## src/rtl/shreg_arb_pkg.sv

```systemverilog
// rtl/shreg_arb_pkg.sv - shared types for the shared-register write arbiter
// Purpose: arbiter FSM state encoding, imported by shreg_wr_arbiter.
// Ports: none (package).
package shreg_arb_pkg;

    typedef enum logic [1:0] {
        ARB_IDLE   = 2'd0,
        ARB_HOLD   = 2'd1,
        ARB_LOCKED = 2'd2
    } arb_state_e;

endpackage

```

## src/rtl/shreg_arb_dffr.sv

```systemverilog
// rtl/shreg_arb_dffr.sv - resettable D flip-flop bank
// Purpose: W-bit register with asynchronous active-low reset to RST_VAL.
// Ports:
//   clk    in  1  rising-edge clock
//   rst_n  in  1  asynchronous active-low reset
//   d_i    in  W  next value
//   q_o    out W  registered value
module shreg_arb_dffr #(
    parameter int           W       = 1,
    parameter logic [W-1:0] RST_VAL = '0
) (
    input  logic         clk,
    input  logic         rst_n,
    input  logic [W-1:0] d_i,
    output logic [W-1:0] q_o
);

    always_ff @(posedge clk or negedge rst_n) begin
        if (!rst_n) begin
            q_o <= RST_VAL;
        end else begin
            q_o <= d_i;
        end
    end

endmodule

```

## src/rtl/shreg_arb_rr_pick.sv

```systemverilog
// rtl/shreg_arb_rr_pick.sv - rotate-priority requester pick
// Purpose: combinational pick of the first valid requester starting at ptr_i,
//          wrapping from N_REQ-1 to 0 (N_REQ need not be a power of two).
// Ports:
//   req_valid_i  in  N_REQ  request vector
//   ptr_i        in  IDW    highest-priority index
//   gnt_o        out N_REQ  one-hot grant, zero when nothing is valid
//   gnt_id_o     out IDW    index of the granted requester (0 when none)
module shreg_arb_rr_pick #(
    parameter int N_REQ = 4,
    parameter int IDW   = $clog2(N_REQ)
) (
    input  logic [N_REQ-1:0] req_valid_i,
    input  logic [IDW-1:0]   ptr_i,
    output logic [N_REQ-1:0] gnt_o,
    output logic [IDW-1:0]   gnt_id_o
);

    logic [IDW:0]   sum;
    logic [IDW-1:0] idx;
    logic           found;

    always_comb begin
        gnt_o    = '0;
        gnt_id_o = '0;
        found    = 1'b0;
        sum      = '0;
        idx      = '0;
        for (int k = 0; k < N_REQ; k++) begin
            // One extra bit so ptr+k cannot overflow before the modulo fold.
            sum = {1'b0, ptr_i} + (IDW+1)'(k);
            if (sum >= (IDW+1)'(N_REQ)) begin
                sum = sum - (IDW+1)'(N_REQ);
            end
            idx = sum[IDW-1:0];
            if (!found && req_valid_i[idx]) begin
                found      = 1'b1;
                gnt_o[idx] = 1'b1;
                gnt_id_o   = idx;
            end
        end
    end

endmodule

```

## src/rtl/shreg_wr_arbiter.sv

```systemverilog
// rtl/shreg_wr_arbiter.sv - round-robin write arbiter for one shared register
// Purpose: N_REQ requesters compete to write a WIDTH-bit register; one write
//          per grant, optional HOLDOFF idle cycles after each write.
//          Optional lock feature enabled by defining SHREG_ARB_LOCK_EN.
// Ports:
//   clk        in  1            rising-edge clock
//   rst_n      in  1            asynchronous active-low reset
//   req_valid  in  N_REQ        per-requester write request
//   req_data   in  N_REQ*WIDTH  write data, requester i at [i*WIDTH +: WIDTH]
//   req_lock   in  N_REQ        (SHREG_ARB_LOCK_EN only) keep grant after accept
//   req_ready  out N_REQ        grant, one-hot or zero
//   reg_q      out WIDTH        shared register value
//   reg_wr     out 1            pulse: reg_q updated this cycle
//   reg_wr_id  out IDW          requester index of the last write
//   busy       out 1            hold-off in progress, no grants
module shreg_wr_arbiter
    import shreg_arb_pkg::*;
#(
    parameter  int N_REQ   = 4,
    parameter  int WIDTH   = 32,
    parameter  int HOLDOFF = 2,
    localparam int IDW     = $clog2(N_REQ)
) (
    input  logic                   clk,
    input  logic                   rst_n,
    input  logic [N_REQ-1:0]       req_valid,
    input  logic [N_REQ*WIDTH-1:0] req_data,
`ifdef SHREG_ARB_LOCK_EN
    input  logic [N_REQ-1:0]       req_lock,
`endif
    output logic [N_REQ-1:0]       req_ready,
    output logic [WIDTH-1:0]       reg_q,
    output logic                   reg_wr,
    output logic [IDW-1:0]         reg_wr_id,
    output logic                   busy
);

    localparam int CW = (HOLDOFF > 1) ? $clog2(HOLDOFF + 1) : 1;

    arb_state_e       state_q, state_d;
    logic [CW-1:0]    cnt_q, cnt_d;
    logic [IDW-1:0]   ptr_q, ptr_d;

    logic [N_REQ-1:0] gnt;
    logic [IDW-1:0]   gnt_id;
    logic [N_REQ-1:0] ready;
    logic             acc;
    logic             lock_acc;
    logic [IDW-1:0]   acc_id;
    logic [WIDTH-1:0] wr_data;
    logic [WIDTH-1:0] reg_q_d;
    logic [IDW-1:0]   reg_wr_id_d;

    shreg_arb_rr_pick #(
        .N_REQ (N_REQ),
        .IDW   (IDW)
    ) u_pick (
        .req_valid_i (req_valid),
        .ptr_i       (ptr_q),
        .gnt_o       (gnt),
        .gnt_id_o    (gnt_id)
    );

    always_ff @(posedge clk or negedge rst_n) begin
        if (!rst_n) begin
            state_q <= ARB_IDLE;
            cnt_q   <= '0;
            ptr_q   <= '0;
        end else begin
            state_q <= state_d;
            cnt_q   <= cnt_d;
            ptr_q   <= ptr_d;
        end
    end

    always_comb begin
        state_d  = state_q;
        cnt_d    = cnt_q;
        ptr_d    = ptr_q;
        ready    = '0;
        acc_id   = gnt_id;
        wr_data  = '0;
        lock_acc = 1'b0;

        case (state_q)
            ARB_IDLE: begin
                ready = gnt;
            end
            ARB_HOLD: begin
                cnt_d = cnt_q - CW'(1);
                if (cnt_q <= CW'(1)) begin
                    state_d = ARB_IDLE;
                end
            end
`ifdef SHREG_ARB_LOCK_EN
            ARB_LOCKED: begin
                // Only the lock holder may write; ptr_q still points at it.
                ready[ptr_q] = req_valid[ptr_q];
                acc_id       = ptr_q;
            end
`endif
            default: begin
                state_d = ARB_IDLE;
            end
        endcase

        // The grant must read as zero while reset is asserted, even though
        // the state register already shows ARB_IDLE.
        if (!rst_n) begin
            ready = '0;
        end

        acc = |(req_valid & ready);

        for (int i = 0; i < N_REQ; i++) begin
            if (acc_id == IDW'(i)) begin
                wr_data = req_data[i*WIDTH +: WIDTH];
            end
        end

`ifdef SHREG_ARB_LOCK_EN
        lock_acc = req_lock[acc_id];
`endif

        if (acc) begin
            if (lock_acc) begin
                state_d = ARB_LOCKED;
                ptr_d   = acc_id;
            end else begin
                ptr_d = (acc_id == IDW'(N_REQ - 1)) ? '0 : acc_id + IDW'(1);
                if (HOLDOFF > 0) begin
                    state_d = ARB_HOLD;
                    cnt_d   = CW'(HOLDOFF);
                end else begin
                    state_d = ARB_IDLE;
                end
            end
        end
    end

    assign req_ready   = ready;
    assign busy        = (state_q == ARB_HOLD);
    assign reg_q_d     = acc ? wr_data : reg_q;
    assign reg_wr_id_d = acc ? acc_id  : reg_wr_id;

    shreg_arb_dffr #(.W(WIDTH)) u_reg_q (
        .clk   (clk),
        .rst_n (rst_n),
        .d_i   (reg_q_d),
        .q_o   (reg_q)
    );

    shreg_arb_dffr #(.W(1)) u_reg_wr (
        .clk   (clk),
        .rst_n (rst_n),
        .d_i   (acc),
        .q_o   (reg_wr)
    );

    shreg_arb_dffr #(.W(IDW)) u_reg_wr_id (
        .clk   (clk),
        .rst_n (rst_n),
        .d_i   (reg_wr_id_d),
        .q_o   (reg_wr_id)
    );

endmodule

```

## config.mk

```make
export PLATFORM = sky130hd
export DESIGN_NAME = shreg_wr_arbiter
export DESIGN_NICKNAME = d
export VERILOG_FILES = /design/src/rtl/shreg_arb_pkg.sv /design/src/rtl/shreg_arb_dffr.sv /design/src/rtl/shreg_arb_rr_pick.sv /design/src/rtl/shreg_wr_arbiter.sv
export SDC_FILE = /design/constraint.sdc
export NUM_CORES = 1
export LEC_CHECK = 0
export CELL_PAD_IN_SITES_DETAIL_PLACEMENT = 0
export CELL_PAD_IN_SITES_GLOBAL_PLACEMENT = 1
export CORE_MARGIN = 4
export CORE_UTILIZATION = 25
export DETAILED_ROUTE_END_ITERATION = 10
export GPL_TIMING_DRIVEN = 0
export PLACE_DENSITY_LB_ADDON = 0.1
export SLEW_MARGIN = 20
export SYNTH_ARGS = -nofsm -noshare
export SYNTH_HDL_FRONTEND = slang
export SYNTH_HIERARCHICAL = 1
export SYNTH_SLANG_ARGS = --single-unit
```

## constraint.sdc

```tcl
create_clock -name clk -period 4.25 [get_ports clk]
set_input_delay 1.0625 -clock clk [delete_from_list [all_inputs] [get_ports clk]]
set_output_delay 1.0625 -clock clk [all_outputs]
set_load 0.005 [all_outputs]
```

==> flow_metrics.py <==
metrics = {
    "pwr": {
        "internal_power_uw": 2060,
        "cellLeakagePower_uw": 0.00187,
        "p_comb_share_pct": 76.5,
        "p_sw_uw": 1940,
        "seqPwrFrac_pct": 17.0,
        "power_density_nw_per_um2": 852,
        "swShare_pct": 48.5,
        "ir_drop_uv": 316,
        "clkPwrFrac_pct": 6.6,
    },
    "sta": {
        "finalCritPeriodShare_pct": 95.8,
        "rsz0062_at_grt": "no",
        "setup_viol": 0,
        "drv_slew": 0,
        "tightestPinTransition_ns": 0.545,
        "finalCriticalPeriod_ns": 4.07,
        "max_freq_mhz": 246,
        "slew_headroom_pct": 63.6,
        "timing.hold.ws_ns": 0.483,
        "final_hold_viol_count": 0,
        "fin_setup_tns_ns": 0,
        "fin_skew_ns": 0.00681,
    },
    "routing": {
        "drc_errors": 0,
        "wl_per_cell_um": 18.2,
        "drt_wl_total_mm": 10.9,
        "routed_via_density": 5.10,
        "drt_iter0_drc": 137,
        "drtAntennaViolNets": 0,
        "dr.pass1.iters": 4,
        "vias": 3049,
    },
    "finish": {
        "drive_gt1_share_pct": 11.3,
        "final_util_pct": 45.4,
        "fillCellCount": 1033,
        "syn2layout_area_growth_pct": 77.2,
        "layout.nets": 605,
        "n_antenna_cell": 0,
        "final_cells": 598,
    },
    "clock_tree": {
        "cts_tree": "done",
        "cts_sinks": 40,
        "cts_buffer_depth": 2,
        "numCtsBuffers": 5,
        "ctsHtreeMaxLevel": 2,
        "clk_pin_slew_ns": 0.09,
        "clk-insertion-delay-late_ns": 0.29,
        "root_buffer": "clkbuf_8",
    },
    "yosys": {
        "syn_area_um2": 2650,
        "yosys_warnings": 6,
        "synth_fp_nets": 422,
        "ys_seq_area_share_pct": 37.8,
        "ys_top_cells_by_area": "dfrtp_1 (38%), a221oi_1 (12%), o31ai_1 (9.6%)",
        "synth_top_area_cell": "dfrtp_1",
        "yosysUniqueCellTypes": 36,
        "yosysTopAreaCellShare_pct": 37.8,
        "netlist_instances": 278,
        "ys_ff_latch": 40,
        "syn_area_per_cell_um2": 9.52,
    },
    "floorplanning": {
        "dieArea_um2": 12300,
        "start_util_pct": 25.6,
        "core_area_um2": 10300,
        "die_w_um": 111,
        "dieHeight_um": 111,
        "ios": 174,
        "row_count": 37,
    },
    "critical_path": {
        "worstSetupEndpointType": "primary output",
        "cp_max_fo": 8,
        "reg2reg_depth": 15,
        "arrival_ns": 3.01,
        "cp.required_ns": 3.19,
        "crit_start": "req_valid[2]",
        "crit_path_end": "req_ready[0]",
        "path_class": "primary input to primary output",
        "cp-start-kind": "primary input",
        "reg2reg_setup_slack_ns": 0.47,
        "r2r_end": "u_reg_q/q_o[11]$_DFF_PN0_",
        "r2r_start": "ptr_q[0]$_DFFE_PN0N_",
    },
    "grt": {
        "grt_pass1_vias": 3167,
        "grt_max_degree": 24,
        "grt_use_total_pct": 17.3,
        "antenna_found_initial": 0,
        "grt_overflow": 0,
        "grt_pass1_wl_mm": 17.3,
    },
    "place": {
        "placed_cells_incl_taps": 588,
        "place_congestion": 0.763,
        "dp.final_hpwl_mm": 8.24,
        "buffer_ports.inserted": 173,
    },
    "min_path": {
        "min-delay-path-class": "flop to flop",
    },
    "status": {
        "status": "complete, no violations",
    },
    "run": {
        "maxCapViolCount": 0,
    },
}
final cells by class:
type / count / area, um^2 / share of cell area (%)
repair buffers: 176 / 1750 / 37.4
clock buffers: 5 / 68.8 / 1.47
inverters: 9 / 33.8 / 0.720
plain buffers: 26 / 128 / 2.72
well taps: 136 / 170 / 3.63
flip-flops and latches: 40 / 1000 / 21.4
multi-input cells: 203 / 1520 / 32.3
clock inverters: 3 / 18.8 / 0.400
cell usage after synthesis, drive strengths merged:
master / instances
o31ai: 34
o21ai: 6
nand2b: 1
a211oi: 2
nand3b: 1
ha: 10
nand3: 2
dfrtp: 40
and2: 4
a22o: 2
or2: 1
nor3b: 1
mux4: 4
inv: 9
clkbuf: 7
and2b: 1
o41ai: 1
mux2: 2
nor3: 2
o22ai: 31
nand2: 42
a2bb2oi: 1
o211ai: 1
a221oi: 36
nor2: 6
mux2i: 1
buf: 19
nor2b: 6
o2bb2ai: 5
layout by cell type (no fill, tap or decap), types with 2 or more instances in the layout:
cell and instances:
a211oi_1 2, a221oi_1 35, a22o_1 2, and2_1 3, buf_12 2, buf_2 22, clkbuf_1 7, clkbuf_8 5
clkdlybuf4s50_1 168, clkinv_2 2, dfrtp_1 39, ha_1 9, inv_1 9, mux4_2 4, nand2_1 42, nand3_1 2
nor2_1 6, nor2b_1 5, o21ai_0 2, o21ai_1 3, o22ai_1 31, o2bb2ai_2 4, o31ai_1 34
metrics by stage:
| step | area (um^2) | power (uW) | worst slack (ns) |
|---|---|---|---|
| finish | 4690 | 4000 | 0.178 |
| global route | 4690 | 4380 | 0.00926 |
| detailed placement | 4560 | 3710 | -0.344 |
| floorplan | 2650 | 2580 | 0.838 |
| CTS | 4710 | 4040 | 0.000109 |
| global placement | 4550 | 3660 | -0.919 |
sequential cells by signal, summed over array words and instances, names as in the netlist:
name	count
u_reg_q/q_o	32
cnt_q	2
ptr_q	2
u_reg_wr_id/q_o	2
state_q	1
u_reg_wr/q_o	1
how the worst min path moves through the flow:
stage                                          from                   endpoint  slack, ns  cells past startpoint
after global placement    u_reg_q/q_o[19]$_DFF_PN0_  u_reg_q/q_o[19]$_DFF_PN0_       0.46                      2
after detailed placement   u_reg_q/q_o[4]$_DFF_PN0_   u_reg_q/q_o[4]$_DFF_PN0_       0.47                      2
after global routing       u_reg_q/q_o[2]$_DFF_PN0_   u_reg_q/q_o[2]$_DFF_PN0_       0.50                      2
after CTS                 u_reg_q/q_o[12]$_DFF_PN0_  u_reg_q/q_o[12]$_DFF_PN0_       0.49                      2
after floorplan                cnt_q[0]$_DFFE_PN0P_       cnt_q[0]$_DFFE_PN0P_       0.45                      1
final                      u_reg_q/q_o[4]$_DFF_PN0_   u_reg_q/q_o[4]$_DFF_PN0_       0.48                      2
metal layers:
metal	share of wire, %	GRT usage [%]
met1	42	22.0
met2	49	29.0
met3	8.0	5.13
met4	0.93	4.11
met5	0	0
critical path: stages:
cell             delay [ns]
buf_2                  0.15
mux4_2                 0.55
buf_12                 0.17
a221oi_1               0.37
o2bb2ai_2              0.13
and2_1                 0.15
clkdlybuf4s50_1        0.44
kinds of logic (layout without fill, tap and decap cells):
family | Yosys count | after routing | share of synthesized area [%]
AOI/OAI and AO/OA | 119 | 119 | 34.5
and+or+nand+nor | 67 | 67 | 12.2
DFF | 40 | 40 | 37.8
buffers and inverters | 35 | 219 | 6.10
adders and majority gates | 10 | 10 | 4.73
muxes | 7 | 7 | 4.63
power groups by stage:
| stage | clock network (uW) | registers, uW | logic, uW |
|---|---|---|---|
| 3_5_place_dp | 0 | 684 | 3020 |
| 5_1_grt | 292 | 705 | 3390 |
| 4_1_cts | 275 | 680 | 3090 |
| 2_1_floorplan | 0 | 687 | 1890 |
| 6_report | 263 | 678 | 3060 |
| 3_3_place_gp | 0 | 680 | 2980 |
what timing repair did:
action / CTS / global route
gates resized for setup: 16 / 9
pin swaps: 2 / 2
hold buffers: 0 / 0
endpoints found under the setup margin: 4 / 7
setup buffers: 2 / 0
(Power assumes the default switching activity.)
